==> src/rtl/sram_agg_pkg.sv <==
`default_nettype none
// +----------------------------------------------------------------------------+
// | Module  : sram_agg_pkg                                                     |
// | Brief   : Shared defaults, line type and helpers for the write aggregator. |
// | Revision: 1.0                                                              |
// +----------------------------------------------------------------------------+
package sram_agg_pkg;

    localparam int DATA_W_DEF  = 16;
    localparam int FETCH_W_DEF = 4;
    localparam int ADDR_W_DEF  = 8;

    localparam logic [15:0] c_lines_max = 16'hFFFF;

    // Lane 0 occupies the least-significant DATA_W bits.
    typedef logic [FETCH_W_DEF-1:0][DATA_W_DEF-1:0] line_t;

    function automatic logic [15:0] sat_inc16(input logic [15:0] v);
        return (v == c_lines_max) ? v : v + 16'd1;
    endfunction

endpackage
`default_nettype wire

==> src/rtl/sram_addr_gen.sv <==
`default_nettype none
// +----------------------------------------------------------------------------+
// | Module  : sram_addr_gen                                                    |
// | Brief   : Line index, wrap and start-address add for the write aggregator. |
// | Revision: 1.0                                                              |
// +----------------------------------------------------------------------------+
module sram_addr_gen
    import sram_agg_pkg::*;
#(
    parameter int ADDR_W = ADDR_W_DEF
) (
    input  logic              clk,
    input  logic              rst_n,
    input  logic              clk_en,
    input  logic              advance,
    input  logic              pend_valid,
    input  logic [ADDR_W-1:0] cfg_start_addr,
    input  logic [ADDR_W-1:0] cfg_extent,
    output logic [ADDR_W-1:0] addr
);

    logic [ADDR_W-1:0] r_line_idx;
    logic [ADDR_W-1:0] r_start;
    logic [ADDR_W-1:0] r_extent;
    logic [ADDR_W-1:0] w_start;
    logic [ADDR_W-1:0] w_extent;
    logic              w_idle;
    logic              w_wrap;

    // Live config is used only while nothing is in flight at line 0;
    // otherwise the copy captured at the last wrap stays in force.
    assign w_idle   = (r_line_idx == '0) && !pend_valid;
    assign w_start  = w_idle ? cfg_start_addr : r_start;
    assign w_extent = w_idle ? cfg_extent     : r_extent;
    // Extent 0 gives all-ones here, i.e. a full 2^ADDR_W ring.
    assign w_wrap   = (r_line_idx == (w_extent - ADDR_W'(1)));
    assign addr     = w_start + r_line_idx;

    always_ff @(posedge clk or negedge rst_n) begin
        if (!rst_n) begin
            r_line_idx <= '0;
            r_start    <= '0;
            r_extent   <= '0;
        end else if (clk_en) begin
            if (advance) begin
                r_line_idx <= w_wrap ? '0 : r_line_idx + ADDR_W'(1);
            end
            if (w_idle || (advance && w_wrap)) begin
                r_start  <= cfg_start_addr;
                r_extent <= cfg_extent;
            end
        end
    end

endmodule
`default_nettype wire

==> src/rtl/sram_write_aggregator.sv <==
`default_nettype none
// +----------------------------------------------------------------------------+
// | Module  : sram_write_aggregator                                            |
// | Brief   : Packs a word stream into SRAM lines; one pending line buffer.    |
// |           Optional flush support under macro SRAM_AGG_FLUSH_EN.            |
// | Revision: 1.0                                                              |
// +----------------------------------------------------------------------------+
module sram_write_aggregator
    import sram_agg_pkg::*;
#(
    parameter int DATA_W  = DATA_W_DEF,
    parameter int FETCH_W = FETCH_W_DEF,
    parameter int ADDR_W  = ADDR_W_DEF
) (
    input  logic                           clk,
    input  logic                           rst_n,
    input  logic                           clk_en,
    input  logic [DATA_W-1:0]              data_in,
    input  logic                           data_in_valid,
    output logic                           data_in_ready,
    input  logic [ADDR_W-1:0]              cfg_start_addr,
    input  logic [ADDR_W-1:0]              cfg_extent,
    input  logic                           rd_block,
    output logic [ADDR_W-1:0]              mem_addr_in_bank,
    output logic                           mem_cen_in_bank,
    output logic                           mem_wen_in_bank,
    output logic [FETCH_W-1:0][DATA_W-1:0] mem_data_in_bank,
    output logic [15:0]                    lines_written
`ifdef SRAM_AGG_FLUSH_EN
    ,
    input  logic                           flush,
    output logic                           flush_done
`endif
);

    localparam int              CNT_W  = (FETCH_W > 1) ? $clog2(FETCH_W) : 1;
    localparam logic [CNT_W-1:0] c_last = CNT_W'(FETCH_W - 1);

    logic [CNT_W-1:0]              r_agg_cnt;
    logic [FETCH_W-1:0][DATA_W-1:0] r_agg;
    logic [FETCH_W-1:0][DATA_W-1:0] r_pend_buf;
    logic                          r_pend_valid;
    logic [15:0]                   r_lines_written;

    logic [FETCH_W-1:0][DATA_W-1:0] w_full_line;
    logic [FETCH_W-1:0][DATA_W-1:0] w_pad_line;
    logic [FETCH_W-1:0][DATA_W-1:0] w_load_line;
    logic                          w_wr_fire;
    logic                          w_pend_free;
    logic                          w_accept;
    logic                          w_line_done;
    logic                          w_load;
    logic                          w_flush_load;
    logic                          w_flush_block;

    assign w_wr_fire   = r_pend_valid && !rd_block && clk_en;
    assign w_pend_free = !r_pend_valid || w_wr_fire;

    // Gating with rst_n keeps ready low while reset is held.
    assign data_in_ready = rst_n && clk_en && !w_flush_block
                         && ((r_agg_cnt < c_last) || w_pend_free);
    assign w_accept      = data_in_valid && data_in_ready;
    assign w_line_done   = w_accept && (r_agg_cnt == c_last);
    assign w_load        = w_line_done || w_flush_load;
    assign w_load_line   = w_flush_load ? w_pad_line : w_full_line;

    always_comb begin
        w_full_line            = r_agg;
        w_full_line[r_agg_cnt] = data_in;
        for (int k = 0; k < FETCH_W; k++) begin
            w_pad_line[k] = (CNT_W'(k) < r_agg_cnt) ? r_agg[k] : '0;
        end
    end

    assign mem_cen_in_bank  = w_wr_fire;
    assign mem_wen_in_bank  = w_wr_fire;
    assign mem_data_in_bank = r_pend_valid ? r_pend_buf : '0;
    assign lines_written    = r_lines_written;

    always_ff @(posedge clk or negedge rst_n) begin
        if (!rst_n) begin
            r_agg_cnt       <= '0;
            r_agg           <= '0;
            r_pend_buf      <= '0;
            r_pend_valid    <= 1'b0;
            r_lines_written <= '0;
        end else if (clk_en) begin
            if (w_accept) begin
                r_agg[r_agg_cnt] <= data_in;
            end
            if (w_load) begin
                r_agg_cnt <= '0;
            end else if (w_accept) begin
                r_agg_cnt <= r_agg_cnt + CNT_W'(1);
            end
            // A line landing in the same cycle as a write keeps the buffer full.
            if (w_load) begin
                r_pend_valid <= 1'b1;
                r_pend_buf   <= w_load_line;
            end else if (w_wr_fire) begin
                r_pend_valid <= 1'b0;
            end
            if (w_wr_fire) begin
                r_lines_written <= sat_inc16(r_lines_written);
            end
        end
    end

`ifdef SRAM_AGG_FLUSH_EN
    localparam logic [1:0] ST_IDLE  = 2'd0;
    localparam logic [1:0] ST_PAD   = 2'd1;
    localparam logic [1:0] ST_DRAIN = 2'd2;
    localparam logic [1:0] ST_DONE  = 2'd3;

    logic [1:0] r_fl_state;
    logic [1:0] w_fl_state_nxt;

    always_ff @(posedge clk or negedge rst_n) begin
        if (!rst_n) begin
            r_fl_state <= ST_IDLE;
        end else begin
            r_fl_state <= w_fl_state_nxt;
        end
    end

    // PAD waits for the pending buffer; DRAIN waits for the last line's write.
    always_comb begin
        w_fl_state_nxt = r_fl_state;
        w_flush_load   = 1'b0;
        flush_done     = 1'b0;
        case (r_fl_state)
            ST_IDLE: begin
                if (clk_en && flush) begin
                    if (r_agg_cnt != '0) begin
                        if (w_pend_free) begin
                            w_flush_load   = 1'b1;
                            w_fl_state_nxt = ST_DRAIN;
                        end else begin
                            w_fl_state_nxt = ST_PAD;
                        end
                    end else if (r_pend_valid && !w_wr_fire) begin
                        w_fl_state_nxt = ST_DRAIN;
                    end else begin
                        w_fl_state_nxt = ST_DONE;
                    end
                end
            end
            ST_PAD: begin
                if (clk_en && w_pend_free) begin
                    w_flush_load   = 1'b1;
                    w_fl_state_nxt = ST_DRAIN;
                end
            end
            ST_DRAIN: begin
                if (w_wr_fire) begin
                    flush_done     = 1'b1;
                    w_fl_state_nxt = ST_IDLE;
                end
            end
            ST_DONE: begin
                flush_done = 1'b1;
                if (clk_en) begin
                    w_fl_state_nxt = ST_IDLE;
                end
            end
            default: w_fl_state_nxt = ST_IDLE;
        endcase
    end

    assign w_flush_block = flush || (r_fl_state != ST_IDLE);
`else
    assign w_flush_load  = 1'b0;
    assign w_flush_block = 1'b0;
`endif

    sram_addr_gen #(
        .ADDR_W (ADDR_W)
    ) u_addr_gen (
        .clk            (clk),
        .rst_n          (rst_n),
        .clk_en         (clk_en),
        .advance        (w_wr_fire),
        .pend_valid     (r_pend_valid),
        .cfg_start_addr (cfg_start_addr),
        .cfg_extent     (cfg_extent),
        .addr           (mem_addr_in_bank)
    );

endmodule
`default_nettype wire

==> config.mk <==
export PLATFORM = sky130hd
export DESIGN_NAME = sram_write_aggregator
export DESIGN_NICKNAME = d
export VERILOG_FILES = /design/src/rtl/sram_agg_pkg.sv /design/src/rtl/sram_addr_gen.sv /design/src/rtl/sram_write_aggregator.sv
export SDC_FILE = /design/constraint.sdc
export NUM_CORES = 1
export LEC_CHECK = 0
export ABC_CLOCK_PERIOD_IN_PS = 4700
export BUFFER_PORTS_ARGS = -buffer_cell sky130_fd_sc_hd__buf_4
export CORE_ASPECT_RATIO = 2
export CORE_UTILIZATION = 24
export DETAILED_ROUTE_END_ITERATION = 10
export SYNTH_ARGS = -nofsm -noshare
export SYNTH_HDL_FRONTEND = slang
export SYNTH_SLANG_ARGS = --single-unit
export TNS_END_PERCENT = 10
==> constraint.sdc <==
create_clock -name clk -period 4.7 [get_ports clk]
set_input_delay 0 -clock clk [delete_from_list [all_inputs] [get_ports clk]]
set_output_delay 0 -clock clk [all_outputs]
set_load 0.005 [all_outputs]
# Yosys cells after proc, flatten, opt, wreduce, memory -nomap -nowiden
# Cells that the tools add are included.
[classes]
add_sub_neg = 5
order_cmp = 3
n_eq_ne = 3
muxes = 11
bitwise = 1
reduce_logical = 24
[ops]
columns = ["op", "n"]
rows = [
  ["$bwmux 64", 1],
  ["$mux 64", 1],
  ["$demux 16 s2", 1],
  ["$mux 8", 3],
  ["$add 16x1->16 const B", 1],
  ["$eq 16x16->1 const B", 1],
  ["$mux 16", 1],
  ["$reduce_and 2->1", 6],
  ["$logic_and 1x1->1", 9],
  ["$add 8x1->8 const B", 1],
  ["$add 8x8->8", 1],
  ["$eq 8x8->1", 1],
  ["$logic_not 8->1", 1],
  ["$sub 8x1->8 const B", 1],
  ["$mux 2", 2],
  ["$reduce_bool 2->1", 2],
  ["$logic_or 1x1->1", 3],
  ["$lt 2x3->1 const B", 1],
  ["$reduce_and 3->1", 1],
  ["$add 2x1->2 const B", 1],
  ["$eq 2x2->1 const B", 1],
  ["$ge 2x1->1 const B", 1],
  ["$logic_not 1->1", 2],
  ["$lt 2x2->1 const B", 1],
  ["other kinds (2)", 3],
]
[word_totals]
regBits = 171
inputBits = 37
out_inout_bits = 91
wordCells = 61

# Depth between registers and ports, before layout
# Gate-level depths: netlist (run 1).
[depth]
depth_word = 10
mapped_depth = 16

# Hierarchy
# From an unflattened synthesis (run 1), not the netlist that was laid out.
[unflattened]
hier_cells = 745
area_unflattened_um2 = 8172.8
[by_module_without_submodules]
columns = ["mod", "n_inst", "cells_each", "area_each_um2"]
rows = [
  ["sram_write_aggregator", 1, 546, 6244.7],
  ["sram_addr_gen", 1, 199, 1928.1],
]

# Worst setup path after synthesis (run 1)
# Ideal clock, no wire load.
[synth_path]
path_type = "register to register"
from = "register u_addr_gen.r_line_idx[1]"
to = "register u_addr_gen.r_extent[0]"
setup_time_ps = 125
t_arrival_ps = 3173
required_time_ps = 4575
path_slack_ps = 1402
path_stages_with_launch = 16
n_path_buf = 3
path_cell_list = "dfrtp_1 > inv_1 > ha_1 > nor4b_4 > nand2_1 > clkbuf_1 > mux2i_1 > ha_1 > xor2_1 > and3_1 > nor4b_2 > nor4b_2 > a21bo_1 > buf_6 > buf_12 > mux2_4"
[synth_via]
elab_chain_len = 8
[synth_rtl]
columns = ["item", "line", "source"]
rows = [
  ["from (decl)", "sram_addr_gen.sv:22", "logic [ADDR_W-1:0] r_line_idx;"],
  ["from (signal assigned)", "sram_addr_gen.sv:46", "r_line_idx <= w_wrap ? '0 : r_line_idx + ADDR_W'(1);"],
  ["$logic_not 8->1", "sram_addr_gen.sv:32", "assign w_idle = (r_line_idx == '0) && !pend_valid;"],
  ["$logic_and 1x1->1", "sram_addr_gen.sv:32", ""],
  ["$mux 8", "sram_addr_gen.sv:34", "assign w_extent = w_idle ? cfg_extent : r_extent;"],
  ["$sub 8x1->8", "sram_addr_gen.sv:36", "assign w_wrap = (r_line_idx == (w_extent - ADDR_W'(1)));"],
  ["$eq 8x8->1", "sram_addr_gen.sv:36", ""],
  ["$logic_and 1x1->1", "sram_addr_gen.sv:48", "if (w_idle || (advance && w_wrap)) begin"],
  ["$logic_or 1x1->1 *", "sram_addr_gen.sv:48", ""],
  ["$reduce_and 2->1 (no source line) *", "-", ""],
  ["to (signal assigned)", "sram_addr_gen.sv:50", "r_extent <= cfg_extent;"],
  ["to (decl)", "sram_addr_gen.sv:24", "logic [ADDR_W-1:0] r_extent;"],
]
# Every way passes the cells marked *; elsewhere a longest branch is shown, timed or not.
# A chain may end at the register's enable or synchronous reset.

# Final worst setup path (run 1)
[layout_path]
from = "register r_pend_valid"
to = "output port mem_addr_in_bank[7]"
[layout_via]
elab_chain_len = 4
[layout_rtl]
columns = ["item", "line", "source"]
rows = [
  ["from (decl)", "sram_write_aggregator.sv:42", "logic r_pend_valid;"],
  ["from (signal assigned)", "sram_write_aggregator.sv:85", "r_pend_valid <= 1'b0;"],
  ["from (signal assigned)", "sram_write_aggregator.sv:98", "r_pend_valid <= 1'b1;"],
  ["from (signal assigned)", "sram_write_aggregator.sv:101", "r_pend_valid <= 1'b0;"],
  ["$logic_not 1->1", "sram_addr_gen.sv:32", ""],
  ["$logic_and 1x1->1", "sram_addr_gen.sv:32", ""],
  ["$mux 8", "sram_addr_gen.sv:33", "assign w_start = w_idle ? cfg_start_addr : r_start;"],
  ["$add 8x8->8", "sram_addr_gen.sv:37", "assign addr = w_start + r_line_idx;"],
  ["to (decl)", "sram_write_aggregator.sv:24", "output logic [ADDR_W-1:0] mem_addr_in_bank,"],
]
# Every way passes these cells.

==> results.ini, run 1 <==
[run_status]
status=finished clean

[power]
switching_share_pct=33.3
cell_internal_pwr_w=0.00395
finalPower_w=0.00593
power_leakage_nw=4.77
vdd_drop_max_uv=314
pwr-share-seq_pct=37.8
p_switching_w=0.00198
pwr-share-clk_pct=26.1
power_density_nw_per_um2=580
pwr-share-comb_pct=36.0

[setup_path]
worstPathArrival_ns=3.88
r2r_setup_slack_ns=1.05
worst-path-buf-inv=2
slowest_delay_ns=0.65
crit_family=simple AND/OR/NAND/NOR gates
crit_type=flip-flop to output port
reg2regPathDepth=13
worst-path-stages=13
crit_chain=buf_4 > or4b_4 > nor2_4 > nand2_1 > nand2_1 > ha_1 > a21o_1 > a21oi_1 > o21bai_1 > a21oi_1 > o21ai_0 > xnor2_1 > buf_4
critPathCaptureType=output port
critPathLaunchType=flip-flop
worstPathRequired_ns=4.70
cp_slowest_cell=or4b_4
cp_max_fo=68

[detailed_routing]
drtIter0Drc=208
wl_per_cell_um=17.4
drt_pass1_iterations=4
vias=5869
antenna_left=0
via_per_inst=4.38
drcViolationCount=0
routed_wirelength_um=23300

[timing]
rsz0062_at_grt=no
post-route-period-util_pct=82.7
worst_slew_pin_slew_ns=1.17
fin_skew_ns=0.00909
max-slew-margin-rel_pct=21.7
clock.fmax_ghz=0.257
slew_violations=0
hold_viol=0
hold_ws_ns=0.0250
setup-tns-final_ns=0
setup_viol=0
period_needed_ns=3.88

[layout]
layout.area.seq_um2=3880
layout_common_cells=dfrtp_1 (154), buf_4 (135), nand2_1 (107), and2_1 (67), nor2_1 (64)
final_cells=1340
final_nets=953
nFillCells=3391
drive_gt1_share_pct=26.9
layout-area-overhead-vs-synth_pct=29.6
n_antenna_cell=0
finish.utilization_pct=31.6
final_common_cell=dfrtp_1
multi_input_area_um2=3770

[yosys]
synth_ff_type=dfrtp_1
ys_seq_area_share_pct=49.1
yosys_warnings=0
synth_area_um2=7900
synth_seq_cells=155
synth_cell_types=57
async_flop_share_pct=100
synth_cells=756
synth_edf_count=0
syn_nets=809
synth.avg_cell_area_um2=10.4

[floorplan]
rows=93
die_w_um=130
initial_utilization_pct=24.4
dieHeight_um=259
coreArea_um2=32300
dieArea_um2=33700
io_pins=128

[global_routing]
grtUsageTotal_pct=14.7
grt_overflow=0
grt_pass1_vias=6110
grt_max_degree=113
antenna_found_initial=0
grt_first_pass_wirelength_um=35700

[clock_network]
ctsRootBufferMaster=clkbuf_16
cts.sinks=155
path_clk_slew_ns=0.07
cts_tree=done
clockBufferDepth=2
htree_levels=4
cts_made_buffers=17
post-cts-setup-buffer-count=0
worst_skew_pair.late_latency_ns=0.44

[job]
cap_violations=0

[placed_design]
portBuffers=127
dp_hpwl_um=16800
dp.cells=1275
gp_congestion=0.870

[min_path]
hold_class=primary input to async pin

[kinds of logic after synthesis]
kind of cell | share of synthesized area (%)
xor+xnor | 3.66
fa+ha+maj | 2.63
compound gates | 6.94
simple gates | 18.3
mux | 16.2
buf+inv | 3.17
flops | 49.1
[cell type report]
class                      count  share of cell area [%]
clock inverter                13                    2.09
clock buffer                  19                    4.33
multi-input combinational    548                    36.9
timing repair buffer         169                    13.2
tap                          427                    5.22
sequential                   155                    37.9
inverter                       9                   0.330
[layer usage]
metal / wire, um / vias up / global-route usage [%] / share of wire [%]
met2: 13900 / 109 / 29.5 / 60
li1: - / 2859 / - / -
met5: 0 / - / 0 / 0
met4: 712 / 0 / 6.75 / 3.1
met3: 496 / 30 / 2.11 / 2.1
met1: 8230 / 2871 / 14.0 / 35
[final timing paths]
path / startpoint / end
worst min-delay path: rst_n / lines_written[8]
min in group clk: data_in_valid / r_agg_cnt[1]
worst min register to register: r_pend_buf[62] / r_pend_buf[62]
worst max-delay path: r_pend_valid / mem_addr_in_bank[7]
max in group asynchronous: rst_n / r_pend_valid
worst max register to register: u_addr_gen.r_line_idx[1] / u_addr_gen.r_line_idx[4]
[state kept, by name, summed over array words and instances (netlist names)]
name,cells
r_agg_cnt,2
u_addr_gen.r_line_idx,8
r_agg,48
lines_written,16
r_pend_valid,1
r_pend_buf,64
u_addr_gen.r_extent,8
u_addr_gen.r_start,8
[stage by stage]
step	worst slack [ns]	instance area, um2
detailed placement	1.05	9250
global placement	1.09	9250
CTS	0.741	10200
floorplan	1.40	7900
global route	0.469	10200
finish	0.815	10200
[power groups by stage]
stage | Combinational, W | Clock, W | Sequential [W]
after global placement | 0.00213 | 0 | 0.00226
after CTS | 0.00219 | 0.00160 | 0.00225
after floorplan | 0.00145 | 0 | 0.00213
final | 0.00214 | 0.00155 | 0.00224
after global routing | 0.00239 | 0.00164 | 0.00232
after detailed placement | 0.00216 | 0 | 0.00227
[synth_stat cells, types with 4 or more instances]
cell	n	area share, %
dfrtp_1	155	49
nand2_1	107	5.1
and2_1	67	5.3
nor2_1	64	3.0
a21oi_1	57	3.6
mux2_2	54	7.7
mux2i_1	52	6.6
clkbuf_1	32	1.5
xnor2_1	22	2.4
ha_1	15	2.4
nand3_1	13	0.82
xor2_1	11	1.2
mux2_4	10	1.9
inv_1	8	0.38
nor3_1	8	0.51
o21ai_0	7	0.44
and3_1	5	0.40
buf_2	4	0.25
o211ai_1	4	0.38
[repair_timing]
item | 4_1_cts | 5_1_grt
endpoints found under the hold margin | 161 | 0
gates resized for setup | 0 | 0
hold buffers | 33 | 0
Power figures use the tool's default switching activity.
==> inputs of run 2 (changes only) <==
ABC_CLOCK_PERIOD_IN_PS = 3600   (was 4700)
clock period = 3.6 ns   (was 4.7 ns; I/O delays follow)
==> run 2 against run 1 <==
Compared with the run above:
- setup slack worse by 0.61 ns
- combinational power increased by 36%
- first-iteration DRC count down 41%
- critical path type unchanged
- total power grew 29%
- routed wire length shrank 0.21%
- sequential share of layout area decreased by 0.35 points
- count of clock-buffer cells in the layout decreased by 1
- critical path depth is 3 higher
- largest cell class unchanged
- clock skew barely moved
==> results.ini, run 2 (synthesized netlist as in run 1, its figures left out) <==
[run_status]
status=finished clean

[floorplan]
dieArea_um2=33700
initial_utilization_pct=24.4
rows=93
dieHeight_um=259
die_w_um=130
io_pins=128
coreArea_um2=32300

[clock_network]
cts_made_buffers=17
cts_tree=done
path_clk_slew_ns=0.07
htree_levels=4
worst_skew_pair.late_latency_ns=0.44
ctsRootBufferMaster=clkbuf_16
cts.sinks=155
clockBufferDepth=2

[timing]
fin_skew_ns=0.00867
max-slew-margin-rel_pct=41.6
setup_ws_ns=0.202
slew_violations=0
worst_slew_pin_slew_ns=0.876
setup_viol=0
clock.fmax_ghz=0.294
post-route-period-util_pct=94.4
rsz0062_at_grt=no
hold_ws_ns=0.0153
period_needed_ns=3.40
hold_viol=0
setup-tns-final_ns=0

[placed_design]
dp_slack_ns=0.282
portBuffers=127
dp_hpwl_um=16900
gp_congestion=0.822

[layout]
nFillCells=3366
largest_register=r_pend_buf
n_antenna_cell=0
layout-area-overhead-vs-synth_pct=30.8
drive_gt1_share_pct=28.5
final_common_cell=dfrtp_1
final_nets=969
layout_common_cells=dfrtp_1 (154), buf_4 (149), nand2_1 (107), and2_1 (67), nor2_1 (63)
largest_register_ffs=64

[global_routing]
grt_overflow=0
antenna_found_initial=0
grt_max_degree=68
grtUsageTotal_pct=14.5
grt_first_pass_wirelength_um=35300
grt_pass1_vias=6083

[setup_path]
critPathCaptureType=output port
worst-path-buf-inv=3
critPathLaunchType=flip-flop
slowest_delay_ns=0.40
crit_type=flip-flop to output port
cp_slowest_cell=fa_1
worstPathRequired_ns=3.60
cp_max_fo=11
crit_chain=inv_1 > ha_1 > nor4b_4 > nand2_1 > buf_4 > nand2_1 > nand2_1 > ha_1 > fa_1 > a21oi_1 > nor2_1 > nor2_2 > o21bai_1 > a21oi_1 > xnor2_1 > buf_4
crit_family=simple AND/OR/NAND/NOR gates
worstPathArrival_ns=3.40
cp_common_cell=nand2_1

[detailed_routing]
antenna_left=0
drt_pass1_iterations=4
via_per_inst=4.37
wl_per_cell_um=17.2
vias=5925
drcViolationCount=0
drtIter0Drc=123
routed_wirelength_um=23300

[min_path]
hold_class=primary input to async pin

[power]
power_leakage_nw=4.84
vdd_drop_max_uv=359
power_density_nw_per_um2=740

[job]
cap_violations=0

[run 2: report_power, final]
part	total [W]	internal [W]	switching (W)
clock	0.00185	0.00105	0.000795
sequential	0.00289	0.00246	0.000437
combinational	0.00290	0.00151	0.00139
total	0.00764	0.00503	0.00262
[run 2: final cells by class]
type,count,area (um2),area share (%)
Clock buffer,18,439,4.25
Clock inverter,14,161,1.56
Inverter,9,33.8,0.327
Multi-Input combinational cell,548,3780,36.6
Sequential cell,155,3880,37.6
Tap cell,427,534,5.17
Timing Repair Buffer,185,1500,14.5
[run 2: worst register-to-register path, cell delays in order (launching register included)]
cell,delay (ns)
dfrtp_1,0.39
inv_1,0.08
ha_1,0.16
nor4b_4,0.34
and3_1,0.26
nor2_1,0.06
ha_1,0.28
xor2_1,0.18
and3_1,0.16
nor4b_2,0.29
nor4b_2,0.30
a21bo_1,0.19
buf_12,0.18
mux2_2,0.36
[run 2: per-stage QoR]
stage,utilization [%],cell area [um2],cells,power (W)
finish,31.9,10300,1356,0.00764
global route,31.9,10300,1356,0.00820
CTS,31.9,10300,1354,0.00777
detailed placement,28.9,9360,1287,0.00585
global placement,28.9,9360,1287,0.00578
floorplan,-,7900,756,0.00467
[run 2: routing by layer]
metal | global-route usage [%] | wire length [um] | vias up
li1 | - | - | 2885
met1 | 13.6 | 8280 | 2882
met2 | 29.3 | 13700 | 126
met3 | 2.13 | 584 | 32
met4 | 6.88 | 714 | 0
met5 | 0 | 0 | -
[run 2: final timing paths]
kind | startpoint | endpoint | slack (ns) | depth (start not counted)
hold / removal | rst_n | lines_written[10] | 0.02 | 2
hold reg to reg | r_pend_buf[53] | r_pend_buf[53] | 0.47 | 2
setup reg to reg | u_addr_gen.r_line_idx[1] | u_addr_gen.r_start[7] | 0.25 | 13
min in group clk | data_in_valid | r_agg_cnt[1] | 0.06 | 3
max in group asynchronous | rst_n | r_pend_buf[3] | 1.59 | 4
setup / recovery | u_addr_gen.r_line_idx[1] | mem_addr_in_bank[6] | 0.20 | 16
[run 2: timing repair]
action / in CTS / in global routing
pin swaps: 1 / 0
hold endpoints to repair: 161 / 0
setup buffers: 2 / 2
gates resized for setup: 0 / 2
endpoints found under the setup margin: 1 / 9
hold buffers: 33 / 0
==> inputs of run 3 (changes only) <==
CELL_PAD_IN_SITES_DETAIL_PLACEMENT = 1   (was unset)
CELL_PAD_IN_SITES_GLOBAL_PLACEMENT = 2   (was unset)
HOLD_SLACK_MARGIN = 0.1   (was unset)
PLACE_DENSITY_LB_ADDON = 0.1   (was unset)
==> run 3 against run 2 <==
Compared with the run above:
- critical path depth increased by 1
- clock skew increased by 0.0012 ns
- critical path type unchanged
- global-route usage increased by 0.73 points
- first-iteration DRC count rose by 56%
- clock power fell by 2%
==> results.ini, run 3 (synthesized netlist as in run 1, its figures left out) <==
[run_status]
status=finished clean

[layout]
drive_gt1_share_pct=28.6
layout_common_cells=dfrtp_1 (154), buf_4 (146), nand2_1 (107), and2_1 (67), nor2_1 (63)
layout.area.seq_um2=3880
multi_input_area_um2=3790
largest_register_ffs=64
final_cells=1356
final_nets=969
n_antenna_cell=0
layout-area-overhead-vs-synth_pct=30.9
final_common_cell=dfrtp_1
largest_register=r_pend_buf
nFillCells=3717

[timing]
max-slew-margin-rel_pct=29.9
rsz0062_at_grt=yes
period_needed_ns=3.41
worst_slew_pin_slew_ns=1.05
hold_ws_ns=0.127
setup_viol=0
hold_viol=0
slew_violations=0
fin_skew_ns=0.00985
post-route-period-util_pct=94.7
clock.fmax_ghz=0.293
setup_ws_ns=0.191

[detailed_routing]
vias=6053
antenna_left=0
via_per_inst=4.46
drt_pass1_iterations=4
drtIter0Drc=192
drcViolationCount=0
wl_per_cell_um=17.7
routed_wirelength_um=24000

[setup_path]
r2r-start=u_addr_gen.r_line_idx[1]
worstPathRequired_ns=3.60
worstPathArrival_ns=3.41
cp_max_fo=11
critPathLaunchType=flip-flop
crit_type=flip-flop to output port
crit_start=u_addr_gen.r_line_idx[1]
critPathCaptureType=output port

[global_routing]
antenna_found_initial=0
grt_overflow=0
grt_max_degree=156
grt_first_pass_wirelength_um=38100
grt_pass1_vias=6741
grtUsageTotal_pct=15.2

[clock_network]
cts_made_buffers=17
clockBufferDepth=2
path_clk_slew_ns=0.07
htree_levels=4
ctsRootBufferMaster=clkbuf_16
cts.sinks=155
cts_tree=done
worst_skew_pair.late_latency_ns=0.43

[min_path]
hold_class=primary input to flip-flop
hold_start=rd_block

[power]
finalPower_w=0.00765
power_density_nw_per_um2=740
vdd_drop_max_uv=349
power_leakage_nw=4.82

[placed_design]
gp_congestion=0.788
portBuffers=127
dp_hpwl_um=16700
dp_slack_ns=-0.0412
dp.cells=1288

[floorplan]
dieHeight_um=259
initial_utilization_pct=24.4
coreArea_um2=32300
die_w_um=130
io_pins=128
rows=93
dieArea_um2=33700

[job]
cap_violations=0

[run 3: final timing paths]
| check | end | cells after the start | slack, ns |
|---|---|---|---|
| setup reg to reg | u_addr_gen.r_start[2] | 15 | 0.25 |
| hold reg to reg | r_pend_buf[52] | 2 | 0.47 |
| min in group asynchronous | u_addr_gen.r_extent[0] | 3 | 0.21 |
| hold / removal | u_addr_gen.r_line_idx[6] | 4 | 0.13 |
| setup / recovery | mem_addr_in_bank[6] | 17 | 0.19 |
| max in group asynchronous | r_pend_valid | 3 | 2.44 |
[run 3: critical path, stage by stage, from the launching register on]
cell and delay (ns):
dfrtp_1 0.40, inv_1 0.10, ha_1 0.19, nor4b_4 0.19
buf_4 0.18, nand2_1 0.11, buf_6 0.19, nand2_1 0.07
nand2_1 0.05, ha_1 0.20, fa_1 0.42, a21oi_2 0.16
nor2_1 0.06, nor2_2 0.12, o21bai_1 0.08, a21oi_1 0.18
xnor2_1 0.14, buf_4 0.13
[run 3: power breakdown]
part / switching, W / internal (W)
Clock: 0.000782 / 0.00103
Combinational: 0.00144 / 0.00152
Sequential: 0.000423 / 0.00246
[run 3: layout make-up]
| cell class | instances | area share, % |
|---|---|---|
| repair buffers | 185 | 14.7 |
| well taps | 427 | 5.17 |
| multi-input cells | 548 | 36.7 |
| clock inverters | 13 | 1.39 |
| clock buffers | 19 | 4.19 |
| inverters | 9 | 0.327 |
| flip-flops and latches | 155 | 37.5 |
[run 3: layer usage]
metal,up-vias,GRT usage [%],part of all wire [%]
met5,-,0,0
met4,0,6.40,2.6
met1,3037,16.5,40
met2,115,28.2,55
met3,27,2.79,2.8
li1,2874,-,-
[run 3: what timing repair did]
| action | 4_1_cts | 5_1_grt |
|---|---|---|
| hold buffers | 34 | 0 |
| setup endpoints to repair | 6 | 6 |
| setup buffers | 2 | 0 |
| resized for setup | 1 | 6 |
| endpoints found under the hold margin | 284 | 0 |
[run 3: stage by stage]
stage	TNS, ns	instance area, um2	utilization, %
final	0	10300	32.0
after CTS	0	10300	31.9
after floorplan	0	7900	-
after detailed placement	-0.0535	9380	29.0
after global placement	0	9380	29.0
after global routing	-0.0465	10300	32.0
